==> config.mk <==
export PLATFORM = sky130hd
export DESIGN_NAME = pc_fetch_flat
export DESIGN_NICKNAME = d
export VERILOG_FILES = /design/src/rtl/pc_fetch_pkg.sv /design/src/rtl/pc_fetch_if.sv /design/src/rtl/fetch_timer.sv /design/src/rtl/pc_fetch.sv /design/src/flat_wrapper.sv
export SDC_FILE = /design/constraint.sdc
export NUM_CORES = 1
export LEC_CHECK = 0
export ABC_AREA = 1
export BUFFER_PORTS_ARGS = -buffer_cell sky130_fd_sc_hd__buf_4
export CORE_UTILIZATION = 48
export DETAILED_ROUTE_END_ITERATION = 6
export PLACE_DENSITY = 0.82
export SYNTH_ARGS = -nofsm -noshare
export SYNTH_HDL_FRONTEND = slang
export SYNTH_SLANG_ARGS = --single-unit
==> constraint.sdc <==
create_clock -name clk -period 1.9 [get_ports clk]
set_input_delay 0.19 -clock clk [delete_from_list [all_inputs] [get_ports clk]]
set_output_delay 0.19 -clock clk [all_outputs]
set_load 0.01 [all_outputs]
==> src/rtl/pc_fetch_pkg.sv <==
// pc_fetch_pkg
// Processor-wide constants and types shared by the fetch stage:
//   XLEN              - datapath / address width
//   RESET_PC_DEFAULT  - default PC loaded on reset
//   TIMEOUT_DEFAULT   - default number of WAIT cycles before a fetch error
//   INSTR_ALIGN_MASK  - low PC bits that must be zero for a legal fetch
//   fetch_state_e     - fetch FSM state encoding (2 bits)
//   is_aligned()      - instruction-alignment test
package pc_fetch_pkg;

    localparam int unsigned     XLEN             = 32;
    localparam logic [XLEN-1:0] RESET_PC_DEFAULT = 32'h0000_0000;
    localparam int unsigned     TIMEOUT_DEFAULT  = 255;
    localparam logic [1:0]      INSTR_ALIGN_MASK = 2'b11;

    typedef enum logic [1:0] {
        ST_REQ   = 2'd0,
        ST_WAIT  = 2'd1,
        ST_VALID = 2'd2,
        ST_ERR   = 2'd3
    } fetch_state_e;

    function automatic logic is_aligned(input logic [XLEN-1:0] addr);
        return (addr[1:0] & INSTR_ALIGN_MASK) == 2'b00;
    endfunction

endpackage

==> src/rtl/pc_fetch_if.sv <==
// pc_fetch_if
// Instruction-memory request/response bus.
//   imem_req    - request valid (fetch -> memory)
//   imem_addr   - request address (fetch -> memory)
//   imem_gnt    - request accepted this cycle (memory -> fetch)
//   imem_rvalid - read data valid (memory -> fetch)
//   imem_rdata  - instruction word (memory -> fetch)
// master: fetch unit side, slave: memory side.
interface pc_fetch_if;
    import pc_fetch_pkg::*;

    logic            imem_req;
    logic [XLEN-1:0] imem_addr;
    logic            imem_gnt;
    logic            imem_rvalid;
    logic [XLEN-1:0] imem_rdata;

    modport master (
        output imem_req,
        output imem_addr,
        input  imem_gnt,
        input  imem_rvalid,
        input  imem_rdata
    );

    modport slave (
        input  imem_req,
        input  imem_addr,
        output imem_gnt,
        output imem_rvalid,
        output imem_rdata
    );

endinterface

==> src/rtl/fetch_timer.sv <==
// fetch_timer
// Wait-cycle watchdog for the fetch FSM. Down-counter loaded with TIMEOUT-1
// while clear is high; decrements on each enabled cycle. expired fires on the
// enabled cycle that would complete TIMEOUT waited cycles.
//   clk, rst - clock, synchronous active-high reset
//   clear    - reload the counter (held while not waiting)
//   enable   - count this cycle (waiting and no response)
//   expired  - terminal count reached on an enabled cycle
module fetch_timer
    import pc_fetch_pkg::*;
#(
    parameter int unsigned TIMEOUT = TIMEOUT_DEFAULT
) (
    input  logic clk,
    input  logic rst,
    input  logic clear,
    input  logic enable,
    output logic expired
);

    localparam int unsigned W    = (TIMEOUT > 1) ? $clog2(TIMEOUT) : 1;
    localparam logic [W-1:0] LOAD = W'(TIMEOUT - 1);

    logic [W-1:0] cnt_q;
    logic [W-1:0] cnt_d;

    always_comb begin
        cnt_d = cnt_q;
        if (clear) begin
            cnt_d = LOAD;
        end else if (enable && (cnt_q != '0)) begin
            cnt_d = cnt_q - 1'b1;
        end
    end

    always_ff @(posedge clk) begin
        if (rst) begin
            cnt_q <= LOAD;
        end else begin
            cnt_q <= cnt_d;
        end
    end

    assign expired = enable && (cnt_q == '0);

endmodule

==> src/rtl/pc_fetch.sv <==
// pc_fetch
// Instruction fetch stage: issues one request at a time to instruction memory
// at the current PC, captures the returned word, presents pc/op downstream
// until retired, then moves to the next PC. Misaligned next PC or a memory
// response timeout lands in a terminal error state until reset.
//   clk, rst   - clock, synchronous active-high reset
//   imem       - instruction-memory bus (master side)
//   nextpc     - next PC from the next-PC stage
//   inst_valid - pc/op hold a valid fetched instruction
//   inst_ready - downstream retires the current instruction
//   pc, op     - current program counter / instruction word
//   fetch_err  - sticky error flag
//   retired    - retired instruction count (wraps)
//
// state    | meaning
// ---------+-----------------------------------------------------------
// ST_REQ   | request driven at pc, waiting for grant
// ST_WAIT  | request accepted, waiting for rvalid (watchdog running)
// ST_VALID | pc/op valid downstream, waiting for inst_ready
// ST_ERR   | timeout or misaligned next PC; frozen until reset
module pc_fetch
    import pc_fetch_pkg::*;
#(
    parameter logic [XLEN-1:0] RESET_PC = RESET_PC_DEFAULT,
    parameter int unsigned     TIMEOUT  = TIMEOUT_DEFAULT
) (
    input  logic            clk,
    input  logic            rst,
    pc_fetch_if.master      imem,
    input  logic [XLEN-1:0] nextpc,
    output logic            inst_valid,
    input  logic            inst_ready,
    output logic [XLEN-1:0] pc,
    output logic [XLEN-1:0] op,
    output logic            fetch_err,
    output logic [XLEN-1:0] retired
);

    fetch_state_e    state_q;
    logic [XLEN-1:0] pc_q;
    logic [XLEN-1:0] op_q;
    logic [XLEN-1:0] retired_q;
    logic            req_q;
    logic            valid_q;
    logic            err_q;

    logic            tmr_clear;
    logic            tmr_enable;
    logic            tmr_expired;

    assign tmr_clear  = (state_q != ST_WAIT);
    assign tmr_enable = (state_q == ST_WAIT) && !imem.imem_rvalid;

    fetch_timer #(
        .TIMEOUT (TIMEOUT)
    ) u_fetch_timer (
        .clk     (clk),
        .rst     (rst),
        .clear   (tmr_clear),
        .enable  (tmr_enable),
        .expired (tmr_expired)
    );

    // req_q/valid_q/err_q are updated together with state_q so the outputs
    // come straight from flops.
    always_ff @(posedge clk) begin
        if (rst) begin
            state_q   <= ST_REQ;
            pc_q      <= RESET_PC;
            op_q      <= '0;
            retired_q <= '0;
            req_q     <= 1'b1;
            valid_q   <= 1'b0;
            err_q     <= 1'b0;
        end else begin
            case (state_q)
                ST_REQ: begin
                    if (imem.imem_gnt) begin
                        state_q <= ST_WAIT;
                        req_q   <= 1'b0;
                    end
                end
                ST_WAIT: begin
                    // A response in the final permitted cycle still wins.
                    if (imem.imem_rvalid) begin
                        op_q    <= imem.imem_rdata;
                        state_q <= ST_VALID;
                        valid_q <= 1'b1;
                    end else if (tmr_expired) begin
                        state_q <= ST_ERR;
                        err_q   <= 1'b1;
                    end
                end
                ST_VALID: begin
                    if (inst_ready) begin
                        pc_q    <= nextpc;
                        valid_q <= 1'b0;
                        if (is_aligned(nextpc)) begin
                            retired_q <= retired_q + 1'b1;
                            state_q   <= ST_REQ;
                            req_q     <= 1'b1;
                        end else begin
                            state_q <= ST_ERR;
                            err_q   <= 1'b1;
                        end
                    end
                end
                ST_ERR: begin
                    state_q <= ST_ERR;
                end
                default: begin
                    state_q <= ST_ERR;
                    req_q   <= 1'b0;
                    valid_q <= 1'b0;
                    err_q   <= 1'b1;
                end
            endcase
        end
    end

    // Gate with rst so nothing is requested or presented during a reset cycle.
    assign imem.imem_req  = req_q && !rst;
    assign imem.imem_addr = pc_q;
    assign inst_valid     = valid_q && !rst;
    assign pc             = pc_q;
    assign op             = op_q;
    assign fetch_err      = err_q;
    assign retired        = retired_q;

endmodule

==> src/flat_wrapper.sv <==
// flat-port wrapper written by rule: the top's interface ports become plain ports
module pc_fetch_flat import pc_fetch_pkg::*;
#(
    parameter logic [XLEN-1:0] RESET_PC = RESET_PC_DEFAULT,
    parameter int unsigned     TIMEOUT  = TIMEOUT_DEFAULT
)
  (clk, rst, nextpc, inst_valid, inst_ready, pc, op, fetch_err, retired, imem_imem_req, imem_imem_addr, imem_imem_gnt, imem_imem_rvalid, imem_imem_rdata);
  pc_fetch_if imem_i ();
  input  logic clk;
  input  logic rst;
  input  logic [XLEN-1:0] nextpc;
  output logic inst_valid;
  input  logic inst_ready;
  output logic [XLEN-1:0] pc;
  output logic [XLEN-1:0] op;
  output logic fetch_err;
  output logic [XLEN-1:0] retired;
  output wire logic [$bits(imem_i.imem_req)-1:0] imem_imem_req;
  output wire logic [$bits(imem_i.imem_addr)-1:0] imem_imem_addr;
  input wire logic [$bits(imem_i.imem_gnt)-1:0] imem_imem_gnt;
  input wire logic [$bits(imem_i.imem_rvalid)-1:0] imem_imem_rvalid;
  input wire logic [$bits(imem_i.imem_rdata)-1:0] imem_imem_rdata;
  assign imem_imem_req = imem_i.imem_req;
  assign imem_imem_addr = imem_i.imem_addr;
  assign imem_i.imem_gnt = imem_imem_gnt;
  assign imem_i.imem_rvalid = imem_imem_rvalid;
  assign imem_i.imem_rdata = imem_imem_rdata;
  pc_fetch #(.RESET_PC(RESET_PC), .TIMEOUT(TIMEOUT)) u_core (.clk(clk), .rst(rst), .imem(imem_i), .nextpc(nextpc), .inst_valid(inst_valid), .inst_ready(inst_ready), .pc(pc), .op(op), .fetch_err(fetch_err), .retired(retired));
endmodule
Word level (Yosys, flattened, before mapping). Index checks and enable logic that the tools add are counted.

Eq/ne operators: 12. Mux-type cells: 18. Add/subtract/negate cells: 2. Reduce and logical (&&, ||, !) cells: 21.

Operators with widths (count): $add A32 B1 Y32 const B (1); $mux W2 (5); $ne A2 B2 Y1 const B (5); $mux W1 (9); $reduce_and A3 Y1 (3); $logic_not A8 Y1 (1); $pmux W2 S4 (1); $reduce_bool A8 Y1 (1); $sub A8 B1 Y8 const B (1); $ne A2 B1 Y1 const B (3); $pmux W1 S2 (3); $logic_and A1 B1 Y1 (5); $reduce_and A5 Y1 (1); $eq A2 B2 Y1 const B (2); $logic_not A2 Y1 (2); $reduce_and A2 Y1 (2); $reduce_and A4 Y1 (1); $reduce_bool A2 Y1 (2); $ne A3 B2 Y1 const B (1); $eq A2 B1 Y1 const B (1); $logic_not A1 Y1 (2); $reduce_or A2 Y1 (1).

Register bits: 109. Logic and storage cells: 61.

Depth between registers and ports, before layout. Gate-level depths: netlist (run 1).

Word-level depth: 6. Gate-level depth with buffers: 10.

Modules after synthesis. From an unflattened synthesis (run 1), not the netlist that was laid out.

Cell total of the unflattened synthesis: 722. Area, all modules: 5018.6 um^2.

By module, submodules not included: pc_fetch (times used 1, cells each 646, area an instance 4533.1 um^2); fetch_timer (times used 1, cells each 76, area an instance 485.5 um^2).

Worst setup path after synthesis (run 1). No wires, ideal clock.

Kind: register to register. From: register u_core.retired_q[0], in the netlist u_core.retired[0]. To: register u_core.retired_q[20], in the netlist u_core.retired[20]. Slack: 0.376 ns. Setup time: 0.115 ns. Arrival: 1.409 ns. Path buffers: 0. Cell stages (with the launch flop): 10. Cells stage by stage: dfxtp_1 -> ha_1 -> nand2_1 -> nor2_1 -> nand2_1 -> nor2_4 -> nand2_1 -> nor2_2 -> nand2_1 -> and3_1.

Word-level cells in the longest chain between the ends: 1.

Ends and longest elaborated chain: start: declaration (RTL line pc_fetch.sv:42) `logic [XLEN-1:0] retired_q;`; start signal: assignment (RTL line pc_fetch.sv:99) `retired_q <= retired_q + 1'b1;`; $add A32 B1 Y32 (RTL line pc_fetch.sv:99).

No other way between the ends. A chain may end at the register's enable or synchronous reset.

Worst setup path after layout (run 1). Same ends and word-level chain as after synthesis.

==> results of run 1 <==
final cells by class:
cell class / instances / area [µm²] / share of cell area, %
clock buffers: 11 / 141 / 2.17
clock inverters: 5 / 106 / 1.63
repair buffers: 206 / 1550 / 23.7
inverters: 57 / 214 / 3.28
multi-input cells: 462 / 2170 / 33.3
well taps: 133 / 166 / 2.55
flip-flops and latches: 109 / 2180 / 33.4
placed cells by master, fill, tap and decap left out, types with 2 or more instances in the layout:
cell type,n
nor2_4,5
and3_1,2
xnor2_1,4
o21ai_0,43
o211ai_1,5
buf_4,206
a21oi_1,46
nand3_1,60
nand3_4,2
nor2_1,127
bufinv_16,3
nand2_2,2
clkbuf_8,10
nor2_2,5
nand2_1,119
dfxtp_1,109
xor2_1,4
nand4_1,14
nor3_1,14
inv_2,3
ha_1,3
inv_1,54
Yosys cell counts (3+ instances only):
library cell,instances,area (µm²)
nor2_1,127,477
nand2_1,119,447
dfxtp_1,109,2180
nand3_1,60,300
inv_1,54,203
a21oi_1,46,230
o21ai_0,43,215
buf_4,33,248
clkbuf_1,21,78.8
nand4_1,14,87.6
nor3_1,14,70.1
nor2_2,5,31.3
nor2_4,5,56.3
o211ai_1,5,37.5
buf_2,4,20.0
xnor2_1,4,35.0
xor2_1,4,35.0
ha_1,3,37.5
inv_2,3,11.3
worst max-delay path: cells and delay by family (launching register included):
| kind | cells | cell delay (ns) |
|---|---|---|
| AND/OR/NAND/NOR | 8 | 0.95 |
| flip-flops | 1 | 0.42 |
| adder cells (fa/ha/maj) | 1 | 0.24 |
flip-flops by register name, summed over array words and instances, names as in the netlist:
name,flops
u_core.retired,32
u_core.u_fetch_timer.cnt_q,8
u_core.valid_q,1
u_core.op,32
u_core.state_q,2
u_core.fetch_err,1
u_core.imem.imem_addr,32
u_core.req_q,1
per-stage QoR:
step | power [W] | instances
after floorplan | 0.00293 | 688
after global placement | 0.00327 | 967
after detailed placement | 0.00329 | 967
after CTS | 0.00498 | 983
after global routing | 0.00517 | 983
final | 0.00496 | 983
power groups by stage:
stage          Clock (W)  Sequential [W]  Combinational [W]
2_1_floorplan          0         0.00257           0.000360
6_report         0.00171         0.00248           0.000758
3_5_place_dp           0         0.00253           0.000759
3_3_place_gp           0         0.00253           0.000741
5_1_grt          0.00184         0.00250           0.000835
4_1_cts          0.00173         0.00248           0.000761
logic make-up (layout without fill, tap and decap cells):
kind of cell,count (synthesis),count (layout)
compound gates,98,98
xor+xnor,8,8
fa+ha+maj,3,3
buf+inv,117,279
flops,109,109
simple gates,353,353
worst max path at each step:
stage,start,endpoint,slack [ns],depth (start not counted)
2_1_floorplan,u_core.retired[0],u_core.retired[20],0.38,9
3_3_place_gp,u_core.u_fetch_timer.cnt_q[0],u_core.state_q[0],0.34,8
3_5_place_dp,u_core.retired[0],u_core.retired[28],0.24,10
4_1_cts,u_core.retired[0],u_core.retired[20],0.20,9
5_1_grt,u_core.u_fetch_timer.cnt_q[0],u_core.state_q[0],0.003,8
6_report,u_core.retired[0],u_core.retired[20],0.18,9
routing by layer:
| metal | routed length, µm | vias up | share of wire [%] |
|---|---|---|---|
| met2 | 6650 | 193 | 50 |
| met5 | 0 | - | 0 |
| met4 | 167 | 0 | 1.2 |
| met1 | 5510 | 2319 | 41 |
| li1 | - | 2495 | - |
| met3 | 1050 | 14 | 7.8 |
==> flow_summary.yaml, run 1 <==
outcome:
  status: "finished, final reports clean"
global_route:
  grtUsageMet3_pct: 7.46
  overflow: 0
  grt_pass1_vias: 4562
  grt_use_total_pct: 24.8
  antenna_found_initial: 0
  grt_max_degree: 53
  met2_usage_pct: 41.0
  grt_pass1_wl_um: 20800
  grtUsageMet1_pct: 30.6
  grt.busiest_layer: "met2"
power:
  p_sw_w: 0.00128
  p_int_w: 0.00367
  p_per_area_mw_per_mm2: 759
  pwr-share-seq_pct: 50.1
  clockPowerShare_pct: 34.6
  comb_power_share_pct: 15.3
  p_leak_nw: 3.00
  swShare_pct: 25.9
  ir_worst_vdd_mv: 0.658
run:
  maxCapViolCount: 0
timing:
  rsz0062_at_grt: "no"
  clock.fmax_mhz: 582
  finalWorstSetupSlack_ns: 0.182
  finalSetupViolations: 0
  worst_hold_slack_ns: 0.0326
  period_minus_slack_ns: 1.72
  period_share_pct: 90.4
  max-slew-margin-rel_pct: 67.3
  hold_violations: 0
  setup_tns_ns: 0
  worst_pin_slew_ns: 0.489
  drv_slew: 0
  clock_skew_ns: 0.00855
detailed_routing:
  ant_nets: 0
  via_per_inst: 5.11
  vias: 5021
  drc_errors: 0
  first_iter_violations: 249
  first_pass_iters: 5
  wl_um: 13400
  wl_per_cell_um: 13.6
synthesis:
  synth_ff_type: "dfxtp_1"
  synth.avg_cell_area_um2: 7.16
  ys_warn_count: 0
  ys_ff_latch: 109
  syn_area_mm2: 0.00492
  synth_edf_count: 0
  synthArstFlopShare_pct: 0
  ys_types: 30
  synthMuxAreaShare_pct: 0
  synthCells: 688
  ys_seq_area_share_pct: 44.3
  synth-compound-area-share_pct: 10.4
  synth_top_family_by_area: "simple AND/OR/NAND/NOR gates"
  synthAdderAreaFrac_pct: 0.762
  syn-num-nets: 760
  yosys.area_share.simple_pct: 31.6
  synth_xor_area_share_pct: 1.42
setup_path:
  critical_path_arrival_ns: 1.99
  r2r_cells: 9
  path_common_cell: "nand2_1"
  reg2reg_slack_ns: 0.18
  slowest_stage: "dfxtp_1"
  rr_startpoint: "u_core.retired[0]"
  cp_slowest_stage_delay_ns: 0.42
  worstReg2RegEnd: "u_core.retired[20]"
  criticalPathCategory: "reg2reg"
  required_ns: 2.17
  crit_path_end_kind: "register"
  worstPathCellList: "ha_1 > nand2_1 > nor2_1 > nand2_1 > nor2_4 > nand2_1 > nor2_2 > nand2_1 > and3_1"
  critPathLaunchType: "register"
  path_max_fanout: 5
final_layout:
  fin_nets: 917
  num_antenna_cells: 0
  fillers: 839
  final_cell_area_mm2: 0.00653
  syn2layout_area_growth_pct: 32.6
  drive_gt1_share_pct: 28.1
  utilization_pct: 66.2
clock_network:
  cts_resized: 0
  path_clk_slew_ns: 0.10
  clk_latency_ns: 0.37
  cts_inserted_buffers: 9
  clockBufferDepth: 2
  post-cts-setup-buffer-count: 0
  ctsHoldBuffers: 0
  clock-sinks: 109
  cts_tree: "yes"
  cts_htree_levels: 3
  cts_root_buf: "clkbuf_8"
min_path:
  worstHoldPathCells: 3
  hold_start: "imem_imem_rdata[25]"
  hold_class: "in2reg"
  holdPathEnd: "u_core.op[25]"
placed_design:
  gp_congestion: 0.881
  dpl_cell_area_mm2: 0.00628
  dp.final_hpwl_um: 9700
  io_buffers: 199
  pre_cts_ws_ns: 0.236
die:
  ios: 200
  die_width_um: 103
  start_util_pct: 49.9
  coreArea_mm2: 0.00986
  die_area_mm2: 0.0107
  num_rows: 36
  die_y_um: 103
Power figures use the tool's default switching activity.
==> run 2: changes to the inputs <==
--- a/config.mk
+++ b/config.mk
@@ -7,8 +7,9 @@
 export LEC_CHECK = 0
 export ABC_AREA = 1
-export BUFFER_PORTS_ARGS = -buffer_cell sky130_fd_sc_hd__buf_4
-export CORE_UTILIZATION = 48
+export CORE_UTILIZATION = 60
 export DETAILED_ROUTE_END_ITERATION = 6
-export PLACE_DENSITY = 0.82
+export DONT_BUFFER_PORTS = 1
+export PLACE_DENSITY = 0.78
+export SKIP_LAST_GASP = 1
 export SYNTH_ARGS = -nofsm -noshare
 export SYNTH_HDL_FRONTEND = slang
==> constraint.sdc (replaced) <==
create_clock -name clk -period 1.9 [get_ports clk]
set_input_delay 0.475 -clock clk [delete_from_list [all_inputs] [get_ports clk]]
set_output_delay 0.475 -clock clk [all_outputs]
set_load 0.01 [all_outputs]
==> run 2 against run 1 <==
Clock-buffer cell count is 1 lower. Power shrank 14%. Wire length down 16%. Fmax up 1.5%. First-iteration DRC count decreased by 9.2%. Critical path depth shrank 1. Cell area fell by 24%. Largest cell class unchanged. Global-route usage rose by 0.93 points.
==> flow_summary.yaml, run 2 (synthesis results as in run 1) <==
power:
  power_w: 0.00426
  swShare_pct: 26.7
  ir_worst_vdd_mv: 0.537
  p_per_area_mw_per_mm2: 856
  p_int_w: 0.00312
  p_leak_nw: 1.97
  comb_power_share_pct: 8.0
  p_sw_w: 0.00114
  clockPowerShare_pct: 32.0
  pwr-share-seq_pct: 60.0
placed_design:
  gp_congestion: 0.842
  dp.final_hpwl_um: 8140
  io_buffers: 0
die:
  start_util_pct: 62.7
  die_width_um: 92.6
  die_area_mm2: 0.00857
  die_y_um: 92.6
  num_rows: 32
  coreArea_mm2: 0.00785
  ios: 200
setup_path:
  crit_path_end_kind: "register"
  critPathLaunchType: "register"
  critical_path_arrival_ns: 1.95
  r2r_cells: 8
  worstReg2RegEnd: "u_core.state_q[0]"
  required_ns: 2.16
  path_max_fanout: 13
  rr_startpoint: "u_core.u_fetch_timer.cnt_q[0]"
  worstSetupEndpoint: "u_core.state_q[0]"
  reg2reg_slack_ns: 0.21
  critPathLaunch: "u_core.u_fetch_timer.cnt_q[0]"
  criticalPathCategory: "reg2reg"
final_layout:
  final_cell_mix: "nor2_1, nand2_1, dfxtp_1, nand3_1, inv_1"
  fillers: 741
  fin_nets: 724
  num_antenna_cells: 0
  drive_gt1_share_pct: 6.86
  syn2layout_area_growth_pct: 1.19
  final_common_cell: "nor2_1"
clock_network:
  cts_resized: 0
  clk_latency_ns: 0.36
  post-cts-setup-buffer-count: 0
  clock-sinks: 109
  cts_tree: "yes"
  cts_htree_levels: 3
  clockBufferDepth: 2
  ctsHoldBuffers: 0
  cts_inserted_buffers: 9
  cts_root_buf: "clkbuf_8"
  path_clk_slew_ns: 0.10
min_path:
  hold_class: "in2reg"
  hold_start: "rst"
timing:
  rsz0062_at_grt: "no"
  clock.fmax_mhz: 591
  finalSetupViolations: 0
  period_minus_slack_ns: 1.69
  worst_pin_slew_ns: 0.505
  clock_skew_ns: 0.00884
  drv_slew: 0
  period_share_pct: 89.1
  setup_tns_ns: 0
  worst_hold_slack_ns: 0.183
  hold_violations: 0
  max-slew-margin-rel_pct: 66.2
outcome:
  status: "finished, final reports clean"
global_route:
  grt_pass1_vias: 3717
  grt_max_degree: 54
  overflow: 0
  antenna_found_initial: 0
  grt_pass1_wl_um: 17900
  grt_use_total_pct: 25.7
detailed_routing:
  vias: 4218
  first_iter_violations: 226
  via_per_inst: 5.56
  wl_um: 11200
  ant_nets: 0
  drc_errors: 0
  first_pass_iters: 5
  wl_per_cell_um: 14.8
run:
  maxCapViolCount: 0
[run 2: cell types whose count changed in the layout (fill, tap and decap cells not counted)]
| cell | previous run | this run |
|---|---|---|
| buf_4 | 206 | 13 |
| inv_6 | 1 | 2 |
| bufinv_16 | 3 | 1 |
| clkbuf_8 | 10 | 9 |
| clkinv_2 | 0 | 1 |
[run 2: worst min-delay path by stage]
stage | slack, ns | to | cells past startpoint
2_1_floorplan | 0.43 | u_core.req_q | 2
3_3_place_gp | 0.44 | u_core.req_q | 2
3_5_place_dp | 0.45 | u_core.req_q | 2
4_1_cts | 0.16 | u_core.imem.imem_addr[24] | 1
5_1_grt | 0.15 | u_core.imem.imem_addr[21] | 1
6_report | 0.18 | u_core.imem.imem_addr[13] | 1
[run 2: power groups by stage]
stage               combinational, W  clock [W]  sequential, W
floorplan                   0.000360          0        0.00257
global placement            0.000325          0        0.00261
detailed placement          0.000344          0        0.00261
CTS                         0.000343    0.00139        0.00256
global route                0.000395    0.00148        0.00257
finish                      0.000341    0.00136        0.00256
[run 2: layout make-up]
class                   count  area (µm²)  area share [%]
flip-flops and latches    109        2180            43.8
multi-input cells         462        2170            43.6
inverters                  57         214            4.29
clock buffers              10         128            2.56
well taps                 102         128            2.56
repair buffers             13        97.6            1.96
clock inverters             5        60.1            1.21
[run 2: per-stage QoR]
stage	utilization (%)	setup slack, ns	cell area (µm²)	instances
finish	63.5	0.207	4980	758
detailed placement	61.1	0.231	4790	743
global route	63.5	0.00702	4980	758
global placement	61.1	0.296	4790	743
CTS	63.5	0.212	4980	758
floorplan	-	0.338	4920	688
[run 2: worst max-delay path, stage by stage (launching register included)]
cell,delay [ns]
dfxtp_1,0.33
inv_1,0.14
ha_1,0.16
nor3b_1,0.17
nand2_1,0.11
nand2_1,0.17
inv_1,0.21
o31ai_1,0.24
inv_1,0.05
[run 2: metal layers]
layer  vias up  global-route usage [%]  routed length (µm)  share of wire (%)
met5         -                       0                   0                  0
met4         0                    5.34                 103               0.92
met3        13                    7.22                 959                8.6
met2       177                    42.7                5300                 47
met1      1917                    33.3                4850                 43
li1       2111                       -                   -                  -
==> run 3: changes to the inputs <==
Settings changed: SYNTH_HIERARCHICAL set to 1.
==> run 3 against run 2 <==
Clock skew rose by 0.0081 ns. Critical path type unchanged. Utilization is 1.2 points higher. Clock-buffer cell count down 1. Hold slack got worse by 0.015 ns.
==> flow_summary.yaml, run 3 <==
outcome:
  status: "finished, final reports clean"
timing:
  clock.fmax_mhz: 588
  clock_skew_ns: 0.0169
  hold_violations: 0
  max-slew-margin-rel_pct: 62.7
  worst_pin_slew_ns: 0.559
  period_share_pct: 89.5
  period_minus_slack_ns: 1.70
  drv_slew: 0
  worst_hold_slack_ns: 0.168
  rsz0062_at_grt: "yes"
  finalSetupViolations: 0
detailed_routing:
  top_layer: "met4"
  wl_um: 12000
  first_iter_violations: 277
  wl_met2_um: 5850
  ant_nets: 0
  vias: 4468
  wl_met1_um: 4880
  wl_per_cell_um: 15.1
  via_per_inst: 5.62
  drc_errors: 0
  dr_wl_met3_um: 1060
  first_pass_iters: 5
synthesis:
  synth_top_cells_by_count: "nor2_1, nand2_1, dfxtp_1, nand3_1, inv_1"
  synth-compound-area-share_pct: 10.3
  ys_ff_latch: 109
  synth_edf_count: 0
  syn-num-nets: 793
  synth_top_area_share_pct: 43.5
  synthArstFlopShare_pct: 0
  ys_seq_area_share_pct: 43.5
  synth.avg_cell_area_um2: 6.95
  syn_area_mm2: 0.00502
  synth_ff_type: "dfxtp_1"
  synth.largest_area_cell: "dfxtp_1"
  synth_top_family_by_area: "simple AND/OR/NAND/NOR gates"
  ys_warn_count: 6
  synth_top_cells_by_area: "dfxtp_1, nor2_1, nand2_1"
  synthCells: 722
  yosysMostFrequentCell: "nor2_1"
  ys_types: 29
  synthAdderAreaFrac_pct: 0.499
  yosys.area_share.simple_pct: 33.5
  synth_xor_area_share_pct: 0.349
  synthMuxAreaShare_pct: 0
die:
  coreArea_mm2: 0.00789
  start_util_pct: 63.6
  die_y_um: 93.5
  die_width_um: 93.5
  ios: 200
  die_area_mm2: 0.00873
  num_rows: 32
power:
  comb_power_share_pct: 9.8
  power_w: 0.00433
  p_int_w: 0.00306
  pwr-share-seq_pct: 60.1
  swShare_pct: 29.4
  p_per_area_mw_per_mm2: 849
  clockPowerShare_pct: 30.1
  p_sw_w: 0.00127
  ir_worst_vdd_mv: 0.548
  p_leak_nw: 2.04
setup_path:
  criticalPathCategory: "reg2reg"
  rr_startpoint: "u_core/state_q[0]"
  reg2reg_slack_ns: 0.20
  worstSetupEndpoint: "u_core/fetch_err"
  crit_path_end_kind: "register"
  r2r_cells: 8
  worstReg2RegEnd: "u_core/fetch_err"
  critPathLaunch: "u_core/state_q[0]"
  required_ns: 2.20
  critical_path_arrival_ns: 2.00
  critPathLaunchType: "register"
  path_max_fanout: 5
global_route:
  antenna_found_initial: 0
  grt_use_total_pct: 26.8
  grt_max_degree: 53
  grt_pass1_wl_um: 18300
  grt_pass1_vias: 3917
  overflow: 0
final_layout:
  syn2layout_area_growth_pct: 1.65
  fin_nets: 760
  final_cells: 795
  num_antenna_cells: 0
  final_cell_area_mm2: 0.00510
  multi_input_area_mm2: 0.00224
  drive_gt1_share_pct: 7.79
  final_common_cell: "nor2_1"
  fillers: 695
  seq_area_mm2: 0.00218
  final_cell_mix: "nor2_1, nand2_1, dfxtp_1, nand3_1, inv_1"
run:
  maxCapViolCount: 0
clock_network:
  clk_latency_ns: 0.37
  clock-sinks: 109
  ctsHoldBuffers: 0
  cts_htree_levels: 3
  post-cts-setup-buffer-count: 0
  clockBufferDepth: 2
  cts_inserted_buffers: 9
  cts_tree: "yes"
  path_clk_slew_ns: 0.10
  cts_root_buf: "clkbuf_8"
  cts_resized: 0
placed_design:
  dp.final_hpwl_um: 8770
  io_buffers: 0
  dpl_cell_area_mm2: 0.00491
  post-place-cells: 780
  gp_congestion: 0.926
min_path:
  hold_class: "in2reg"
  hold_start: "rst"
==> run 3: changes by cell type after synthesis, sizes merged, moves of 2 or more <==
cell / change
o211ai: -5
nand3: +5
xor2: -3
xnor2: -3
a21oi: +4
nand2: +17
and3: -2
nand4: -4
inv: +9
nor2: +15
o21ai: +6
==> run 3: worst min-delay path by stage <==
stage,endpoint,slack (ns),cells past startpoint
final,u_core/retired[20],0.17,1
after global routing,u_core/imem.imem_addr[2],0.14,1
after CTS,u_core/retired[21],0.15,1
after detailed placement,u_core/req_q,0.47,2
after global placement,u_core/u_fetch_timer/cnt_q[1],0.46,2
after floorplan,u_core/req_q,0.44,2
==> run 3: critical path, cell delays in order (launching register included) <==
cell,delay (ns)
dfxtp_1,0.44
nand2_1,0.21
nor2_1,0.22
inv_2,0.10
nor2_1,0.16
nor2_1,0.07
nor3_1,0.17
o21ai_0,0.12
a21oi_1,0.13
==> run 3: stage by stage <==
step / setup TNS, ns / utilization, % / setup slack, ns
2_1_floorplan: 0 / - / 0.0701
3_3_place_gp: 0 / 62.3 / 0.285
3_5_place_dp: 0 / 62.3 / 0.205
4_1_cts: 0 / 64.6 / 0.189
5_1_grt: -0.000959 / 64.7 / -0.000959
6_report: 0 / 64.7 / 0.199
==> run 3: layer usage <==
layer | global-route usage (%) | up-vias
li1 | - | 2208
met1 | 30.8 | 2014
met2 | 47.4 | 229
met3 | 6.91 | 17
met4 | 10.3 | 0
met5 | 0 | -
==> run 3: cell families after synthesis <==
| family | Yosys count |
|---|---|
| simple gates | 382 |
| flops | 109 |
| fa+ha+maj | 2 |
| buf+inv | 125 |
| xor+xnor | 2 |
| compound gates | 102 |
==> run 3: cell type report <==
class / instances / share of cell area, %
sequential: 109 / 42.8
timing repair buffer: 15 / 2.21
clock inverter: 6 / 1.15
tap: 102 / 2.50
inverter: 66 / 4.98
clock buffer: 9 / 2.43
multi-input combinational: 488 / 44.0
==> run 3: power groups by stage <==
stage | clock (W) | combinational (W) | sequential, W
after CTS | 0.00134 | 0.000422 | 0.00260
after detailed placement | 0 | 0.000420 | 0.00265
after global routing | 0.00144 | 0.000486 | 0.00262
after global placement | 0 | 0.000396 | 0.00265
after floorplan | 0 | 0.000421 | 0.00260
final | 0.00130 | 0.000426 | 0.00260
